## config.mk

```make
export PLATFORM = sky130hd
export DESIGN_NAME = interval_timer_arb
export DESIGN_NICKNAME = d
export VERILOG_FILES = /design/src/rtl/interval_timer_arb.sv
export SDC_FILE = /design/constraint.sdc
export NUM_CORES = 1
export LEC_CHECK = 0
export ABC_AREA = 0
export CAP_MARGIN = 20
export CORE_MARGIN = 2
export CORE_UTILIZATION = 35
export DETAILED_ROUTE_END_ITERATION = 8
export GPL_ROUTABILITY_DRIVEN = 0
export GPL_TIMING_DRIVEN = 0
export SLEW_MARGIN = 20
export SYNTH_ARGS = -nofsm -noshare
export SYNTH_HDL_FRONTEND = slang
export SYNTH_SLANG_ARGS = --single-unit
```

## constraint.sdc

```tcl
create_clock -name clk -period 2.25 [get_ports clk]
set_input_delay 0.3375 -clock clk [delete_from_list [all_inputs] [get_ports clk]]
set_output_delay 0.3375 -clock clk [all_outputs]
set_load 0.01 [all_outputs]
```

## src/rtl/interval_timer_arb.sv

```systemverilog
// Shared interval timer: two requesters take turns (round-robin) on one M-bit
// up-counter that runs len+1 qualified ce ticks and then pulses done.
module interval_timer_arb #(
    parameter int M = 4
) (
    input  logic         clk,
    input  logic         R,
    input  logic         ce,
    input  logic         req0,
    input  logic         req1,
    input  logic [M-1:0] len0,
    input  logic [M-1:0] len1,
    output logic         gnt0,
    output logic         gnt1,
    output logic         done0,
    output logic         done1,
    output logic         busy,
    output logic [M-1:0] Q,
    output logic         TC,
    output logic         CEO
);

    typedef enum logic [1:0] {
        IDLE = 2'd0,
        RUN  = 2'd1,
        DONE = 2'd2
    } StateT;

    StateT        state;
    StateT        nextState;
    logic [M-1:0] lenL;
    logic [M-1:0] nextLenL;
    logic [M-1:0] nextQ;
    logic         owner;
    logic         nextOwner;
    logic         last;
    logic         nextLast;
    logic         winner;
    logic         ownerReq;

    // On a tie the requester that was not served last wins; last resets to 1 so req0 wins first.
    assign winner   = (req0 & req1) ? ~last : req1;
    assign ownerReq = owner ? req1 : req0;

    always_ff @(posedge clk or posedge R) begin
        if (R) begin
            state <= IDLE;
            Q     <= '0;
            lenL  <= '0;
            owner <= 1'b0;
            last  <= 1'b1;
        end else begin
            state <= nextState;
            Q     <= nextQ;
            lenL  <= nextLenL;
            owner <= nextOwner;
            last  <= nextLast;
        end
    end

    // An abort (granted req dropped) outranks completion and counting while in RUN.
    always_comb begin
        nextState = state;
        nextQ     = Q;
        nextLenL  = lenL;
        nextOwner = owner;
        nextLast  = last;
        case (state)
            IDLE: begin
                if (req0 | req1) begin
                    nextState = RUN;
                    nextOwner = winner;
                    nextLenL  = winner ? len1 : len0;
                    nextQ     = '0;
                end
            end
            RUN: begin
                if (!ownerReq) begin
                    nextState = IDLE;
                    nextQ     = '0;
                    nextLast  = owner;
                end else if (ce && (Q == lenL)) begin
                    nextState = DONE;
                end else if (ce) begin
                    nextQ = Q + 1'b1;
                end
            end
            DONE: begin
                nextState = IDLE;
                nextQ     = '0;
                nextLast  = owner;
            end
            default: begin
                nextState = IDLE;
                nextQ     = '0;
            end
        endcase
    end

    always_comb begin
        busy  = (state == RUN) || (state == DONE);
        gnt0  = busy & ~owner;
        gnt1  = busy & owner;
        done0 = (state == DONE) & ~owner;
        done1 = (state == DONE) & owner;
        TC    = (state == RUN) && (Q == lenL);
        CEO   = ce & TC;
    end

endmodule
```

# Yosys cells after proc, flatten, opt, wreduce, memory -nomap -nowiden
# Cells that the tools add are included.
# classes
n_bitwise	9
n_eq_ne	8
add_sub_neg	1
n_reduce_logical	9
mux	14
# op_table
cell	count
$mux W4	5
$ne A3 B3 Y1 const B	3
$pmux W4 S2	1
$and A1 B1 Y1	6
$mux W2	3
$reduce_and A2 Y1	3
$add A4 B1 Y4 const B	1
$eq A4 B4 Y1	1
$ne A2 B2 Y1 const B	2
$pmux W2 S2	1
$mux W1	3
$reduce_and A3 Y1	1
$eq A2 B1 Y1 const B	1
$eq A2 B2 Y1 const B	1
$logic_and A1 B1 Y1	2
$logic_not A2 Y1	1
$not A1 Y1	2
$pmux W1 S2	1
$reduce_bool A2 Y1	1
$logic_or A1 B1 Y1	1
$or A1 B1 Y1	1
# totals
inputBits	13
out_inout_bits	11
ff_bits	12
word_cells	46

# Depth between registers and ports, before layout
# Gate-level depths: netlist (run 1).
# logic_depth
depth_word	5
mapped_depth	6

# Least setup slack after synthesis (run 1)
# Ideal clock, no wire load.
# synth_path
kind	register to register
start	reg state[0]
end	reg state[0]
path_stages_with_launch	7
t_arrival_ns	1.538
period_less_slack_ns	1.684
required_time_ns	2.104
slack_ns	0.566
setup_time_ns	0.146
path_cell_list	dfrtp_1 inv_1 ha_1 or3b_2 o211ai_1 o311a_1 o311ai_0
# synth_via
elab_chain_cells	3
elab_cells_between_ends	6
# synth_lines
element	line_no	text
start, declared	29	StateT state;
start signal, assigned	53	state <= nextState;
$eq A2 B1 Y1 / $logic_not A2 Y1 (equally long branches)	68	case (state)
$ne A3 B3 Y1 (no line) / $ne A2 B2 Y1 (equally long branches)	-	
$reduce_and A2 Y1 (no line)	-	
# Several ways; a longest one is shown, not always the timed one.
# A chain may end at the register's enable or synchronous reset.

# Worst setup path in the final report (run 1)
# layout_path
start	reg state[0]
end	out gnt0
# layout_via
elab_chain_cells	3
elab_cells_between_ends	4
# layout_lines
element	line_no	text
$eq A2 B1 Y1 / $eq A2 B2 Y1 (equally long branches)	101	busy = (state == RUN) || (state == DONE);
$logic_or A1 B1 Y1 *	101	
$and A1 B1 Y1 *	102	gnt0 = busy & ~owner;
end, declared	13	output logic gnt0,
# Every way passes the cells marked *; elsewhere a longest branch is shown, timed or not.

==> results of run 1 <==
cell type report:
cell class                 instances  area (um2)  area share
clock buffer                       4        26.3      0.0234
multi-input combinational         62         459       0.409
buffer                             2        16.3      0.0145
sequential                        12         302       0.269
inverter                           5        18.8      0.0167
timing repair buffer              28         265       0.236
tap                               28        35.0      0.0312
cells in the final DEF, fill, tap and decap left out, drive strengths merged, types with 3 or more instances in the layout:
cell type,n
clkdlybuf4s50,21
dfrtp,11
nand2,7
o21ai,6
buf,6
inv,5
mux2i,5
ha,5
clkbuf,5
xor2,4
o31ai,3
and2,3
a21oi,3
state kept, by name (all words and copies together), names as in the netlist:
register / count
lenL: 4
Q: 4
owner: 1
state: 2
last: 1
timing repair:
item	CTS	global route
gates resized for setup	2	1
endpoints found under the setup margin	2	1
pin swaps	1	0
setup buffers	5	0
power by group:
part	internal, mW	switching, mW	leakage, nW	total, mW
Combinational	0.319	0.316	0.329	0.634
Clock	0.0686	0.0729	0.0150	0.141
Sequential	0.295	0.0577	0.153	0.352
Total	0.682	0.446	0.497	1.13
cell families after synthesis:
kind of cell | synth area share
adder cells (fa/ha/maj) | 0.0789
AO/OA/AOI/OAI | 0.211
multiplexers | 0.0631
XOR/XNOR | 0.0442
AND/OR/NAND/NOR | 0.178
buffers and inverters | 0.0442
flip-flops | 0.380
metrics by stage:
stage | area (um2) | power [mW] | std cells
after floorplan | 793 | 0.741 | 81
after global placement | 1060 | 0.938 | 132
after detailed placement | 1060 | 0.946 | 132
after CTS | 1120 | 1.14 | 141
after global routing | 1120 | 1.24 | 141
final | 1120 | 1.13 | 141
layer usage:
layer  wire length (um)  vias to the layer above  share of wire  global-route usage
met2                894                       18           0.47               0.276
met4                 10                        0         0.0053              0.0658
li1                   -                      367              -                   -
met3                 91                        2          0.048              0.0316
met1                887                      339           0.47               0.218
met5                  0                        -              0                   0
worst max-delay path by stage:
stage,end,slack (ns),cells past startpoint
finish,gnt0,0.13,4
floorplan,state[0],0.57,6
global placement,CEO,0.03,5
CTS,done0,0.10,4
detailed placement,CEO,0.04,5
global route,gnt0,0.01,4
critical path, stage by stage, from the launching register on:
cell,delay [ns]
dfrtp_1,0.39
inv_1,0.11
ha_1,0.33
nor2b_1,0.14
clkdlybuf4s50_1,0.55
==> reports/qor.csv, run 1 <==
stage,metric,value,unit
layout,fraction of layout cells with a size suffix above 1,0.133,
synth,Commonest cells post-synth,"dfrtp_1 (11), nand2_1 (7)",
clocking,Clock Tree Root,clkbuf_4,
detailed_routing,Pre-antenna DRT Iters,4,
detailed_routing,final wirelength,1.88,mm
synth,"Avg Cell Area, Syn",9.79,um2
synth,most frequent cell after synthesis,dfrtp_1,
detailed_routing,drc violations,0,
synth,async set or reset register ratio after synthesis,1.00,
flow_run,maxcap violations,0,
clocking,hold buffer count at cts,0,
synth,"Net Count, Synth",99,
placed_design,Port Buffers,23,
setup_path,critical path endpoint category,primary output,
placed_design,post-place setup slack,0.0401,ns
setup_path,CP Max Fanout,5,
clocking,CTS tree,built,
pwr,P_leak,0.497,nW
sta,fmax,0.471,GHz
synth,biggest area consumer among synthesized cells,dfrtp_1,
layout,Layout area overhead,41.5,%
sta,Total Neg Setup Slack,0,ns
global_routing,gr usage total,0.168,
clocking,clk slew on worst S/H paths,0.08,ns
sta,hold_ws,0.377,ns
detailed_routing,number of DRC markers in iteration 0,7,
detailed_routing,Vias/cell,5.15,
synth,"EDFF count, synth",0,
pwr,Max VDD drop,0.469,mV
clocking,H-tree lvl count,1,
global_routing,initial antenna violation count,0,
synth,"Cell Area, Synth",793,um2
floorplanning,I/O Pins,24,
sta,Rel. slew slack,0.587,
sta,post-layout worst setup margin,0.128,ns
sta,Fin. Hold Viols,0,
synth,Netlist cell types,36,
floorplanning,initial core utilization,0.366,
floorplanning,Chip Width,51.6,um
setup_path,Setup CP Type,flip-flop to primary output,
synth,ys flop type,dfrtp_1,
layout,Final Net Count,132,
synth,yosys warns,0,
synth,"Seq/Total Area, Yosys",0.380,
sta,worst-margin pin slew,0.619,ns
outcome,status,completed,
synth,Synth area leaders,"dfrtp_1 (35%), ha_1 (7.9%), mux2i_1 (6.3%)",
floorplanning,die area,0.00266,mm2
setup_path,Reg2Reg Capture Point,Q[0],
setup_path,worst path arrival time,1.78,ns
setup_path,worst r2r path cells,6,
clocking,clock latency on the worst-skew pair,0.27,ns
synth,synthesized instance count,81,
sta,Final Skew,0.00504,ns
synth,Seq cells post-synth,12,
layout,n_diodes,0,
detailed_routing,via count,726,
global_routing,vias in the first global route,740,
detailed_routing,Antenna Nets Post-Route,0,
global_routing,largest net degree at the start of global routing,13,
clocking,Clock Sinks,12,
detailed_routing,per-cell routed wire length,13.4,um
setup_path,register-to-register path setup slack,0.43,ns
setup_path,CP required,1.91,ns
floorplanning,Rows,17,
placed_design,dpl hpwl,1.38,mm
worst_hold_path,Hold WC Path Type,input pin to asynchronous set/reset pin,
layout,core occupancy in the finished layout,0.517,
clocking,maximum clock path buffer count,2,
pwr,power per cell area,1010,mW/mm2
global_routing,global route overflow,0,
synth,area share of the largest cell type after synthesis,0.347,
floorplanning,Die H,51.6,um
setup_path,launch point of the worst reg-to-reg path,state[0],
sta,RSZ-0062 raised after global routing,false,
setup_path,Worst setup SP type,flip-flop,
global_routing,first-pass GRT wire length,3.28,mm
clocking,total CTS buffers,3,
setup_path,Setup crit start,state[0],
sta,Slew Limit Fails,0,
sta,final setup fails,0,
floorplanning,core area,0.00217,mm2
sta,final cycle utilization of the critical path,0.943,
layout,fillers,224,
sta,minimum clock period,2.12,ns
Note: power is estimated with default switching activity, not from simulation.
==> run 2: changes to the inputs <==
--- a/config.mk
+++ b/config.mk
@@ -7,11 +7,12 @@
 export LEC_CHECK = 0
 export ABC_AREA = 0
 export CAP_MARGIN = 20
-export CORE_MARGIN = 2
+export CORE_ASPECT_RATIO = 0.7
+export CORE_MARGIN = 8
 export CORE_UTILIZATION = 35
 export DETAILED_ROUTE_END_ITERATION = 8
 export GPL_ROUTABILITY_DRIVEN = 0
-export GPL_TIMING_DRIVEN = 0
+export GPL_TIMING_DRIVEN = 1
 export SLEW_MARGIN = 20
 export SYNTH_ARGS = -nofsm -noshare
 export SYNTH_HDL_FRONTEND = slang
==> run 2 against run 1 <==
Register-to-register slack got worse by 0.02 ns. Clock power is essentially flat. Global-route usage shrank 6.4 points. Sequential share of layout area increased by 0.52 points. Power is 4.6% lower. Worst setup slack got worse by 0.021 ns. Combinational power fell by 10%. Core utilization down 0.63 points. Sequential power rose by 4%. Maximum frequency down 0.97%. Clock skew is 0.0042 ns higher.
==> reports/qor.csv, run 2 (synthesis gave the netlist of run 1 again) <==
stage,metric,value,unit,change
layout,most frequent cells in the layout,"clkdlybuf4s50_1 (21), dfrtp_1 (11), nand2_1 (7)",,
clocking,maximum clock path buffer count,2,,unchanged
detailed_routing,per-cell routed wire length,14.4,um,+7.7%
floorplanning,core area,0.00215,mm2,-0.69%
worst_hold_path,Hold WC Path Type,input pin to asynchronous set/reset pin,,
sta,final cycle utilization of the critical path,0.952,,+0.00924
layout,largest registers,"Q x4, lenL x4, state x2",,
sta,Final Skew,0.00922,ns,+0.00419 ns
setup_path,CP Max Fanout,5,,unchanged
clocking,total CTS buffers,3,,unchanged
clocking,clk slew on worst S/H paths,0.08,ns,about the same
setup_path,launch point of the worst reg-to-reg path,state[0],,
global_routing,global route overflow,0,,unchanged
detailed_routing,Pre-antenna DRT Iters,4,,unchanged
detailed_routing,Antenna Nets Post-Route,0,,unchanged
sta,hold_ws,0.374,ns,-0.00353 ns
sta,fmax,0.467,GHz,-0.97%
setup_path,worst r2r path cells,6,,unchanged
floorplanning,die area,0.00407,mm2,+53%
sta,minimum clock period,2.14,ns,+0.0208 ns
sta,Slew Limit Fails,0,,unchanged
placed_design,dpl hpwl,1.61,mm,+16%
sta,RSZ-0062 raised after global routing,false,,
clocking,Clock Tree Root,clkbuf_4,,
pwr,combinational fraction of design power,0.529,,-0.033
detailed_routing,via count,713,,-1.8%
detailed_routing,drc violations,0,,unchanged
sta,worst-margin pin slew,0.578,ns,-0.0410 ns
global_routing,gr usage total,0.105,,-0.0636
global_routing,largest net degree at the start of global routing,13,,unchanged
setup_path,Worst path slowest cell,clkdlybuf4s50_1,,
placed_design,Port Buffers,23,,unchanged
setup_path,WP buf/inv,2,,unchanged
outcome,status,completed,,
pwr,Sequential Power Share,0.341,,+0.029
pwr,Psw,0.433,mW,-3.0%
sta,Rel. slew slack,0.614,,+0.0274
layout,design area,0.00110,mm2,-1.9%
pwr,Max VDD drop,0.406,mV,-13%
layout,fillers,224,,unchanged
pwr,internal power,0.643,mW,-5.7%
sta,final setup fails,0,,unchanged
pwr,switching fraction of total power,0.402,,+0.00694
layout,n_diodes,0,,unchanged
pwr,power per cell area,977,mW/mm2,-2.8%
flow_run,maxcap violations,0,,unchanged
pwr,P_leak,0.481,nW,-3.3%
layout,Layout area overhead,38.8,%,
setup_path,CP required,1.91,ns,about the same
setup_path,Top delay family on crit path,buffers and inverters,,
global_routing,first-pass GRT wire length,3.38,mm,+3.0%
detailed_routing,Vias/cell,5.02,,-2.5%
setup_path,Worst setup SP type,flip-flop,,
layout,core occupancy in the finished layout,0.511,,-0.00627
layout,fraction of layout cells with a size suffix above 1,0.100,,-0.0327
clocking,H-tree lvl count,1,,unchanged
setup_path,crit path cell chain,inv_1 > ha_1 > nor2b_1 > clkdlybuf4s50_1,,
floorplanning,Chip Width,72.9,um,+41%
floorplanning,Rows,14,,-3
pwr,clock power share,0.129,,+0.004
setup_path,worst path arrival time,1.81,ns,+0.03 ns
sta,Fin. Hold Viols,0,,unchanged
clocking,Clock Sinks,12,,unchanged
setup_path,CP peak stage delay,0.57,ns,+0.02 ns
clocking,clock latency on the worst-skew pair,0.27,ns,about the same
placed_design,placed inst area,0.00107,mm2,+1.1%
layout,"commonest non-fill, non-tap cell in the layout",clkdlybuf4s50_1,,
setup_path,critical path endpoint category,primary output,,
setup_path,register-to-register path setup slack,0.41,ns,-0.02 ns
sta,Total Neg Setup Slack,0,ns,unchanged
setup_path,Setup crit start,state[0],,
detailed_routing,final wirelength,2.04,mm,+8.5%
floorplanning,I/O Pins,24,,unchanged
floorplanning,Die H,55.8,um,+8.2%
floorplanning,initial core utilization,0.368,,+0.00255
setup_path,Reg2Reg Capture Point,state[0],,
global_routing,initial antenna violation count,0,,unchanged
setup_path,Setup CP Type,flip-flop to primary output,,
setup_path,CP Depth,4,,unchanged
clocking,CTS tree,built,,
global_routing,vias in the first global route,743,,+0.41%
detailed_routing,number of DRC markers in iteration 0,22,,+15
layout,Final Net Count,129,,-2.3%
-- run 2: changes by cell type in the layout (fill, tap and decap cells not counted) --
| cell | previous run | this run |
|---|---|---|
| buf_4 | 5 | 4 |
| buf_6 | 1 | 0 |
| clkbuf_2 | 1 | 0 |
| nor2b_1 | 1 | 2 |
| nor2b_2 | 1 | 0 |
-- run 2: worst max path at each step --
stage / to / slack [ns]
4_1_cts: done0 / 0.09
6_report: done0 / 0.11
2_1_floorplan: state[0] / 0.57
3_5_place_dp: CEO / 0.22
5_1_grt: done0 / 0.01
3_3_place_gp: CEO / 0.26
-- run 2: power groups by stage --
stage	registers (mW)	logic [mW]	clock network (mW)
finish	0.367	0.569	0.139
global route	0.379	0.625	0.155
CTS	0.368	0.577	0.145
detailed placement	0.368	0.584	0
global placement	0.369	0.573	0
floorplan	0.347	0.395	0
-- run 2: layer usage --
| layer | part of all wire | vias to the layer above | GRT usage |
|---|---|---|---|
| li1 | - | 355 | - |
| met1 | 0.50 | 345 | 0.126 |
| met2 | 0.43 | 13 | 0.162 |
| met3 | 0.068 | 0 | 0.0612 |
| met4 | 0 | 0 | 0.00852 |
| met5 | 0 | - | 0 |
-- run 2: layout make-up --
cell class | count | area (um2) | share of cell area
multi-input cells | 62 | 457 | 0.415
flip-flops and latches | 12 | 302 | 0.274
repair buffers | 27 | 258 | 0.234
well taps | 32 | 40.0 | 0.0364
clock buffers | 4 | 26.3 | 0.0239
inverters | 5 | 18.8 | 0.0170
-- run 2: stage by stage --
stage                     total power [mW]  cells  worst slack [ns]
after floorplan                      0.741     81             0.566
after global routing                  1.16    142            0.0135
final                                 1.08    142             0.107
after CTS                             1.09    142            0.0947
after global placement               0.941    137             0.257
after detailed placement             0.952    137             0.220
-- run 2: timing repair --
| item | CTS | global route |
|---|---|---|
| setup endpoints to repair | 2 | 0 |
| hold buffers | 0 | 0 |
| resized for setup | 2 | 0 |
| setup buffers | 1 | 0 |
==> run 3: changes to the inputs <==
--- a/config.mk
+++ b/config.mk
@@ -13,7 +13,7 @@
 export DETAILED_ROUTE_END_ITERATION = 8
 export GPL_ROUTABILITY_DRIVEN = 0
 export GPL_TIMING_DRIVEN = 1
-export SLEW_MARGIN = 20
+export SLEW_MARGIN = 25
 export SYNTH_ARGS = -nofsm -noshare
 export SYNTH_HDL_FRONTEND = slang
 export SYNTH_SLANG_ARGS = --single-unit
==> results of run 3 <==
The final DEF is identical to that of run 2; final timing and power are the same.
